--- src/rtl/seg7_readback_decoder_pkg.sv ---
// Shared constants and types for the seven-segment readback decoder.
// Segment constants are active-low, bit order g..a.
package seg7_pkg;

  localparam int SEG_W = 7;

  localparam logic [6:0] SEG_0     = 7'b1000000;
  localparam logic [6:0] SEG_1     = 7'b1111001;
  localparam logic [6:0] SEG_2     = 7'b0100100;
  localparam logic [6:0] SEG_3     = 7'b0110000;
  localparam logic [6:0] SEG_4     = 7'b0011001;
  localparam logic [6:0] SEG_5     = 7'b0010010;
  localparam logic [6:0] SEG_6     = 7'b0000010;
  localparam logic [6:0] SEG_7     = 7'b1111000;
  localparam logic [6:0] SEG_8     = 7'b0000000;
  localparam logic [6:0] SEG_9     = 7'b0011000;
  localparam logic [6:0] SEG_BLANK = 7'b1111111;

  typedef enum logic [1:0] {
    IDLE = 2'd0,
    CONV = 2'd1,
    DONE = 2'd2
  } state_t;

endpackage

--- src/rtl/seg7_digit_lookup.sv ---
// Combinational map from one seven-segment pattern to its decimal digit.
// Unknown patterns give digit 0 with legal low; blank gives digit 0, legal.
module seg7_digit_lookup
  import seg7_pkg::*;
#(
  parameter int ACTIVE_LOW = 1
) (
  input  logic [6:0] pattern,
  output logic [3:0] digit,
  output logic       legal,
  output logic       blank
);

  logic [6:0] norm;

  // Bring the input into the active-low form the table is written in.
  assign norm = (ACTIVE_LOW != 0) ? pattern : ~pattern;

  always_comb begin
    digit = 4'd0;
    legal = 1'b1;
    blank = 1'b0;
    case (norm)
      SEG_0:     digit = 4'd0;
      SEG_1:     digit = 4'd1;
      SEG_2:     digit = 4'd2;
      SEG_3:     digit = 4'd3;
      SEG_4:     digit = 4'd4;
      SEG_5:     digit = 4'd5;
      SEG_6:     digit = 4'd6;
      SEG_7:     digit = 4'd7;
      SEG_8:     digit = 4'd8;
      SEG_9:     digit = 4'd9;
      SEG_BLANK: blank = 1'b1;
      default:   legal = 1'b0;
    endcase
  end

endmodule

--- src/rtl/seg7_readback_decoder.sv ---
// Recovers a binary value from a packed seven-segment word, one digit per
// cycle from the most significant field down (acc = acc*10 + digit).
//
// Handshake: a word is taken on any clock edge where in_valid && in_ready;
// the result is held on num/err/err_mask while out_valid is high and is
// released on the edge where out_valid && out_ready. No overlap: in_ready is
// low from acceptance until the result has been taken.
module seg7_readback_decoder
  import seg7_pkg::*;
#(
  parameter int DIGITS     = 3,
  parameter int SEG_W      = 7,
  parameter int NUM_W      = 32,
  parameter int ACTIVE_LOW = 1
) (
  input  logic                    clk,
  input  logic                    rst,
  input  logic                    in_valid,
  output logic                    in_ready,
  input  logic [DIGITS*SEG_W-1:0] segs_in,
  output logic                    out_valid,
  input  logic                    out_ready,
  output logic [NUM_W-1:0]        num,
  output logic                    err,
  output logic [DIGITS-1:0]       err_mask,
  output state_t                  state
);

  localparam int IDX_W = (DIGITS > 1) ? $clog2(DIGITS) : 1;

  state_t                  state_q, state_d;
  logic [DIGITS*SEG_W-1:0] word_q;
  logic [NUM_W-1:0]        acc_q;
  logic [NUM_W-1:0]        acc_next;
  logic [IDX_W-1:0]        idx_q;
  logic [DIGITS-1:0]       err_mask_q;

  logic [SEG_W-1:0]        field;
  logic [3:0]              digit;
  logic                    legal;
  logic                    blank;
  logic [3:0]              digit_eff;

  assign field = word_q[int'(idx_q)*SEG_W +: SEG_W];

  seg7_digit_lookup #(
    .ACTIVE_LOW(ACTIVE_LOW)
  ) u_lookup (
    .pattern(field),
    .digit  (digit),
    .legal  (legal),
    .blank  (blank)
  );

  // Blank fields (leading blanks) contribute zero to the value.
  assign digit_eff = blank ? 4'd0 : digit;
  assign acc_next  = (acc_q << 3) + (acc_q << 1) + NUM_W'(digit_eff);

  always_ff @(posedge clk) begin
    if (rst) state_q <= IDLE;
    else     state_q <= state_d;
  end

  always_comb begin
    state_d   = state_q;
    in_ready  = 1'b0;
    out_valid = 1'b0;
    case (state_q)
      IDLE: begin
        in_ready = 1'b1;
        if (in_valid) state_d = CONV;
      end
      CONV: begin
        if (idx_q == '0) state_d = DONE;
      end
      DONE: begin
        out_valid = 1'b1;
        if (out_ready) state_d = IDLE;
      end
      default: state_d = IDLE;
    endcase
  end

  always_ff @(posedge clk) begin
    if (rst) begin
      word_q     <= '0;
      acc_q      <= '0;
      idx_q      <= '0;
      err_mask_q <= '0;
    end else begin
      case (state_q)
        IDLE: begin
          if (in_valid) begin
            word_q     <= segs_in;
            acc_q      <= '0;
            idx_q      <= IDX_W'(DIGITS - 1);
            err_mask_q <= '0;
          end
        end
        CONV: begin
          acc_q             <= acc_next;
          err_mask_q[idx_q] <= ~legal;
          if (idx_q != '0) idx_q <= idx_q - 1'b1;
        end
        default: ;
      endcase
    end
  end

  assign num      = acc_q;
  assign err_mask = err_mask_q;
  assign err      = |err_mask_q;
  assign state    = state_q;

endmodule

--- config.mk ---
export PLATFORM = sky130hd
export DESIGN_NAME = seg7_readback_decoder
export DESIGN_NICKNAME = d
export VERILOG_FILES = /design/src/rtl/seg7_readback_decoder_pkg.sv /design/src/rtl/seg7_digit_lookup.sv /design/src/rtl/seg7_readback_decoder.sv
export SDC_FILE = /design/constraint.sdc
export NUM_CORES = 1
export LEC_CHECK = 0
export CAP_MARGIN = 20
export CORE_ASPECT_RATIO = 1.75
export CORE_MARGIN = 4
export CORE_UTILIZATION = 45
export DETAILED_ROUTE_END_ITERATION = 16
export GPL_TIMING_DRIVEN = 0
export PLACE_DENSITY = 0.68
export SETUP_SLACK_MARGIN = 0.05
export SLEW_MARGIN = 30
export SYNTH_ARGS = -nofsm -noshare
export SYNTH_HDL_FRONTEND = slang
export SYNTH_HIERARCHICAL = 1
export SYNTH_SLANG_ARGS = --single-unit
export TNS_END_PERCENT = 5
--- constraint.sdc ---
create_clock -name clk -period 10.2 [get_ports clk]
set_input_delay 2.04 -clock clk [delete_from_list [all_inputs] [get_ports clk]]
set_output_delay 2.04 -clock clk [all_outputs]
set_load 0.05 [all_outputs]
==> flow_results.xml <==
<?xml version="1.0" encoding="UTF-8"?>
<metrics>
  <group name="worst_setup_path">
    <metric name="type_of_element_launching_the_critical_path" unit="">flop</metric>
    <metric name="critical-path-slowest-cell" unit="">sky130_fd_sc_hd__fa_1</metric>
    <metric name="path_common_cell" unit="">sky130_fd_sc_hd__nand2_1</metric>
    <metric name="critical_path.max_stage_delay" unit="ps">540</metric>
    <metric name="critical_path_required" unit="ps">10430</metric>
    <metric name="critPathKind" unit="">flop to flop</metric>
    <metric name="critical_path_arrival" unit="ps">4960</metric>
    <metric name="path_max_fanout" unit="">10</metric>
    <metric name="cp-end-kind" unit="">flop</metric>
    <metric name="critPathBufInv" unit="">4</metric>
    <metric name="crit_path_cell_trace" unit="">clkbuf_1 -&gt; buf_1 -&gt; mux2i_1 -&gt; o22ai_1 -&gt; buf_6 -&gt; nor2_2 -&gt; nand2_1 -&gt; nor3_1 -&gt; nand2_1 -&gt; fa_1 -&gt; inv_1 -&gt; ha_1 -&gt; a21o_1 -&gt; nand4_1 -&gt; a21oi_2 -&gt; a2111oi_4 -&gt; nor4_1 -&gt; or3_1 -&gt; a32o_1</metric>
    <metric name="timing.critical_path.max_delay_family" unit="">compound AO/OA/AOI/OAI gates</metric>
  </group>
  <group name="final_layout">
    <metric name="layout.cells.non_filler" unit="">777</metric>
    <metric name="num-fill-cells" unit="">933</metric>
    <metric name="stdcell_area" unit="mm2">0.00562</metric>
    <metric name="diodes" unit="">0</metric>
    <metric name="design.final.nets" unit="">735</metric>
    <metric name="drive_above_1_share" unit="%">4.60</metric>
    <metric name="areaGrowthSynthToFinish" unit="%">23.6</metric>
  </group>
  <group name="sta">
    <metric name="skew" unit="ps">6.75</metric>
    <metric name="fin_setup_tns" unit="ps">0</metric>
    <metric name="worst_slew_pin_tran" unit="ps">589</metric>
    <metric name="drv_slew" unit="">0</metric>
    <metric name="final-setup-viol-count" unit="">0</metric>
    <metric name="finalHoldViolations" unit="">0</metric>
    <metric name="max_freq" unit="GHz">0.211</metric>
    <metric name="grt_setup_unrepaired" unit="">false</metric>
    <metric name="portion_of_the_clock_cycle_consumed_by_the_worst_path_in_the_final_layout" unit="%">46.4</metric>
    <metric name="min_period" unit="ps">4730</metric>
    <metric name="max-slew-margin-rel" unit="%">60.4</metric>
  </group>
  <group name="min_path">
    <metric name="hold_path_class" unit="">flop to flop</metric>
  </group>
  <group name="cts">
    <metric name="tritoncts.num_buffers" unit="">9</metric>
    <metric name="cts-hold-fix-buffers" unit="">0</metric>
    <metric name="cts_setup_buffers" unit="">0</metric>
    <metric name="cts-root-buf" unit="">sky130_fd_sc_hd__clkbuf_16</metric>
    <metric name="clock_tree_from_tritoncts" unit="">built</metric>
    <metric name="numClockSinks" unit="">60</metric>
    <metric name="clk_transition_reported_paths" unit="ps">60</metric>
    <metric name="htreeDepth" unit="">3</metric>
    <metric name="worst_skew_pair.late_latency" unit="ps">340</metric>
    <metric name="cts_repair_resize_count" unit="">0</metric>
    <metric name="clk_path_buf_depth" unit="">2</metric>
  </group>
  <group name="synthesis">
    <metric name="yosys.area.top_type_share" unit="%">26.4</metric>
    <metric name="synth.most_common_cell" unit="">sky130_fd_sc_hd__nand2_1</metric>
    <metric name="synth_seq_area_share" unit="%">26.4</metric>
    <metric name="synth_top_cells_by_area" unit="">sky130_fd_sc_hd__dfxtp_1 (26%), sky130_fd_sc_hd__ha_1 (17%), sky130_fd_sc_hd__nand2_1 (7.5%)</metric>
    <metric name="async_set_reset_flop_share_out_of_synthesis" unit="%">0</metric>
    <metric name="synthDistinctLibCells" unit="">59</metric>
    <metric name="syn_avg_cell_area" unit="um2">7.95</metric>
    <metric name="synth_edf_count" unit="">0</metric>
    <metric name="most_instantiated_cells_after_synthesis" unit="">sky130_fd_sc_hd__nand2_1 (91), sky130_fd_sc_hd__ha_1 (61), sky130_fd_sc_hd__dfxtp_1 (60)</metric>
    <metric name="synth_top_cell_by_area" unit="">sky130_fd_sc_hd__dfxtp_1</metric>
    <metric name="synth.ff_latch_count" unit="">60</metric>
    <metric name="synth_top_flop_cell" unit="">sky130_fd_sc_hd__dfxtp_1</metric>
    <metric name="syn-instance-count" unit="">572</metric>
    <metric name="mappedNetlistArea" unit="mm2">0.00455</metric>
    <metric name="yosys_warn_count" unit="">6</metric>
    <metric name="mappedNetlistNets" unit="">660</metric>
  </group>
  <group name="route">
    <metric name="first_pass_iters" unit="">4</metric>
    <metric name="detail_route.vias_per_cell" unit="">5.71</metric>
    <metric name="antenna_left" unit="">0</metric>
    <metric name="drt_first_iter_violations" unit="">254</metric>
    <metric name="detail_route.drc_violations" unit="">0</metric>
    <metric name="detail_route.wl_per_cell" unit="um">16.6</metric>
    <metric name="vias" unit="">4440</metric>
    <metric name="postRouteWirelength" unit="um">12900</metric>
  </group>
  <group name="floorplanning">
    <metric name="chipHeight" unit="um">141</metric>
    <metric name="die_area" unit="mm2">0.0118</metric>
    <metric name="rows" unit="">48</metric>
    <metric name="core_region_area" unit="mm2">0.00985</metric>
    <metric name="io-pin-count" unit="">65</metric>
    <metric name="initial_util" unit="%">46.2</metric>
    <metric name="die_width" unit="um">84.0</metric>
  </group>
  <group name="placed_design">
    <metric name="gp_congestion" unit="">0.926</metric>
    <metric name="post_dp_cell_area" unit="mm2">0.00535</metric>
    <metric name="detailed_place_hpwl" unit="um">10300</metric>
    <metric name="numPortBuffers" unit="">64</metric>
    <metric name="total_placed_cells_including_tap_cells" unit="">761</metric>
  </group>
  <group name="power">
    <metric name="cellLeakagePower" unit="uW">0.00236</metric>
    <metric name="powerDensity" unit="mW/mm2">116</metric>
    <metric name="irDropWorstVdd" unit="uV">87.5</metric>
  </group>
  <group name="global_route">
    <metric name="gr-usage-all-layers" unit="%">22.0</metric>
    <metric name="first_global_vias" unit="">4519</metric>
    <metric name="antenna_found_initial" unit="">0</metric>
    <metric name="grt_remaining_overflow" unit="">0</metric>
    <metric name="grt_first_pass_wirelength" unit="um">21000</metric>
    <metric name="largest_net_degree_at_the_start_of_global_routing" unit="">13</metric>
  </group>
  <group name="outcome">
    <metric name="outcome" unit="">finished clean</metric>
  </group>
  <group name="job">
    <metric name="max_cap_viol_count" unit="">0</metric>
  </group>
</metrics>
-- placed cells by master (no fill, tap or decap), types with 11 or more instances in the layout --
| master | netlist | layout |
|---|---|---|
| sky130_fd_sc_hd__o21ai_0 | 21 | 21 |
| sky130_fd_sc_hd__clkdlybuf4s50_1 | 0 | 64 |
| sky130_fd_sc_hd__inv_1 | 21 | 21 |
| sky130_fd_sc_hd__nand2_1 | 91 | 91 |
| sky130_fd_sc_hd__ha_1 | 61 | 61 |
| sky130_fd_sc_hd__a22oi_1 | 11 | 11 |
| sky130_fd_sc_hd__xnor2_1 | 16 | 16 |
| sky130_fd_sc_hd__nand4_1 | 11 | 11 |
| sky130_fd_sc_hd__clkbuf_1 | 22 | 22 |
| sky130_fd_sc_hd__nor2_1 | 37 | 37 |
| sky130_fd_sc_hd__nand3_1 | 16 | 16 |
| sky130_fd_sc_hd__dfxtp_1 | 60 | 60 |
| sky130_fd_sc_hd__o21ai_1 | 11 | 11 |
| sky130_fd_sc_hd__a21oi_1 | 59 | 59 |
-- routing by layer --
| layer | routed length, um | GRT usage, % | share of wire [%] | vias to the layer above |
|---|---|---|---|---|
| met5 | 0 | 0 | 0 | - |
| met4 | 570 | 12.8 | 4.4 | 0 |
| met3 | 381 | 3.86 | 3.0 | 41 |
| met2 | 7120 | 42.3 | 55 | 108 |
| met1 | 4810 | 21.5 | 37 | 2075 |
| li1 | - | - | - | 2216 |
-- worst min-delay path: stages, from the launching register on --
cell	delay (ps)
sky130_fd_sc_hd__dfxtp_1	300
sky130_fd_sc_hd__nand2_1	50
sky130_fd_sc_hd__a21oi_1	50
-- stage by stage --
stage	total power, uW	utilization [%]	hold slack (ps)	setup slack [ps]
after detailed placement	375	54.3	447	5480
after global routing	684	57.1	465	5080
after floorplan	337	-	436	6010
after CTS	659	57.1	455	5450
after global placement	372	54.3	443	5550
final	653	57.1	455	5470
-- report_power, final --
part	leakage [uW]	switching, uW	internal [uW]
Combinational	0.00173	71.8	48.4
Clock	0.000136	118	165
Sequential	0.000488	6.62	243
Total	0.00236	196	457
-- layout make-up --
| class | instances | area [um2] | area share, % |
|---|---|---|---|
| buffer | 30 | 165 | 2.94 |
| clock buffer | 9 | 225 | 4.00 |
| clock inverter | 7 | 52.6 | 0.934 |
| inverter | 21 | 78.8 | 1.40 |
| multi-input combinational | 461 | 3100 | 55.2 |
| sequential | 60 | 1200 | 21.4 |
| tap | 125 | 156 | 2.78 |
| timing repair buffer | 64 | 641 | 11.4 |
-- cell families (layout without fill, tap and decap cells) --
group,count (synthesis),in the layout,share of synthesized area (%)
compound gates,167,167,23.8
simple gates,199,199,20.4
buf+inv,51,131,5.36
xor+xnor,23,23,4.43
mux,9,9,1.98
fa+ha+maj,63,63,17.7
flops,60,60,26.4
-- state kept, by name, indices dropped and copies added, names as in the netlist --
signal	cells
err_mask	3
word_q	21
num	32
state	2
idx_q	2
-- worst paths after layout --
check                           startpoint   endpoint  slack (ps)  depth (start not counted)
worst min-delay path             word_q[0]  word_q[0]         460                          2
worst max-delay path              idx_q[0]    num[29]        5470                         19
worst min register to register   word_q[0]  word_q[0]         460                          2
worst max register to register    idx_q[0]    num[29]        5470                         19
(Power assumes the default switching activity.)
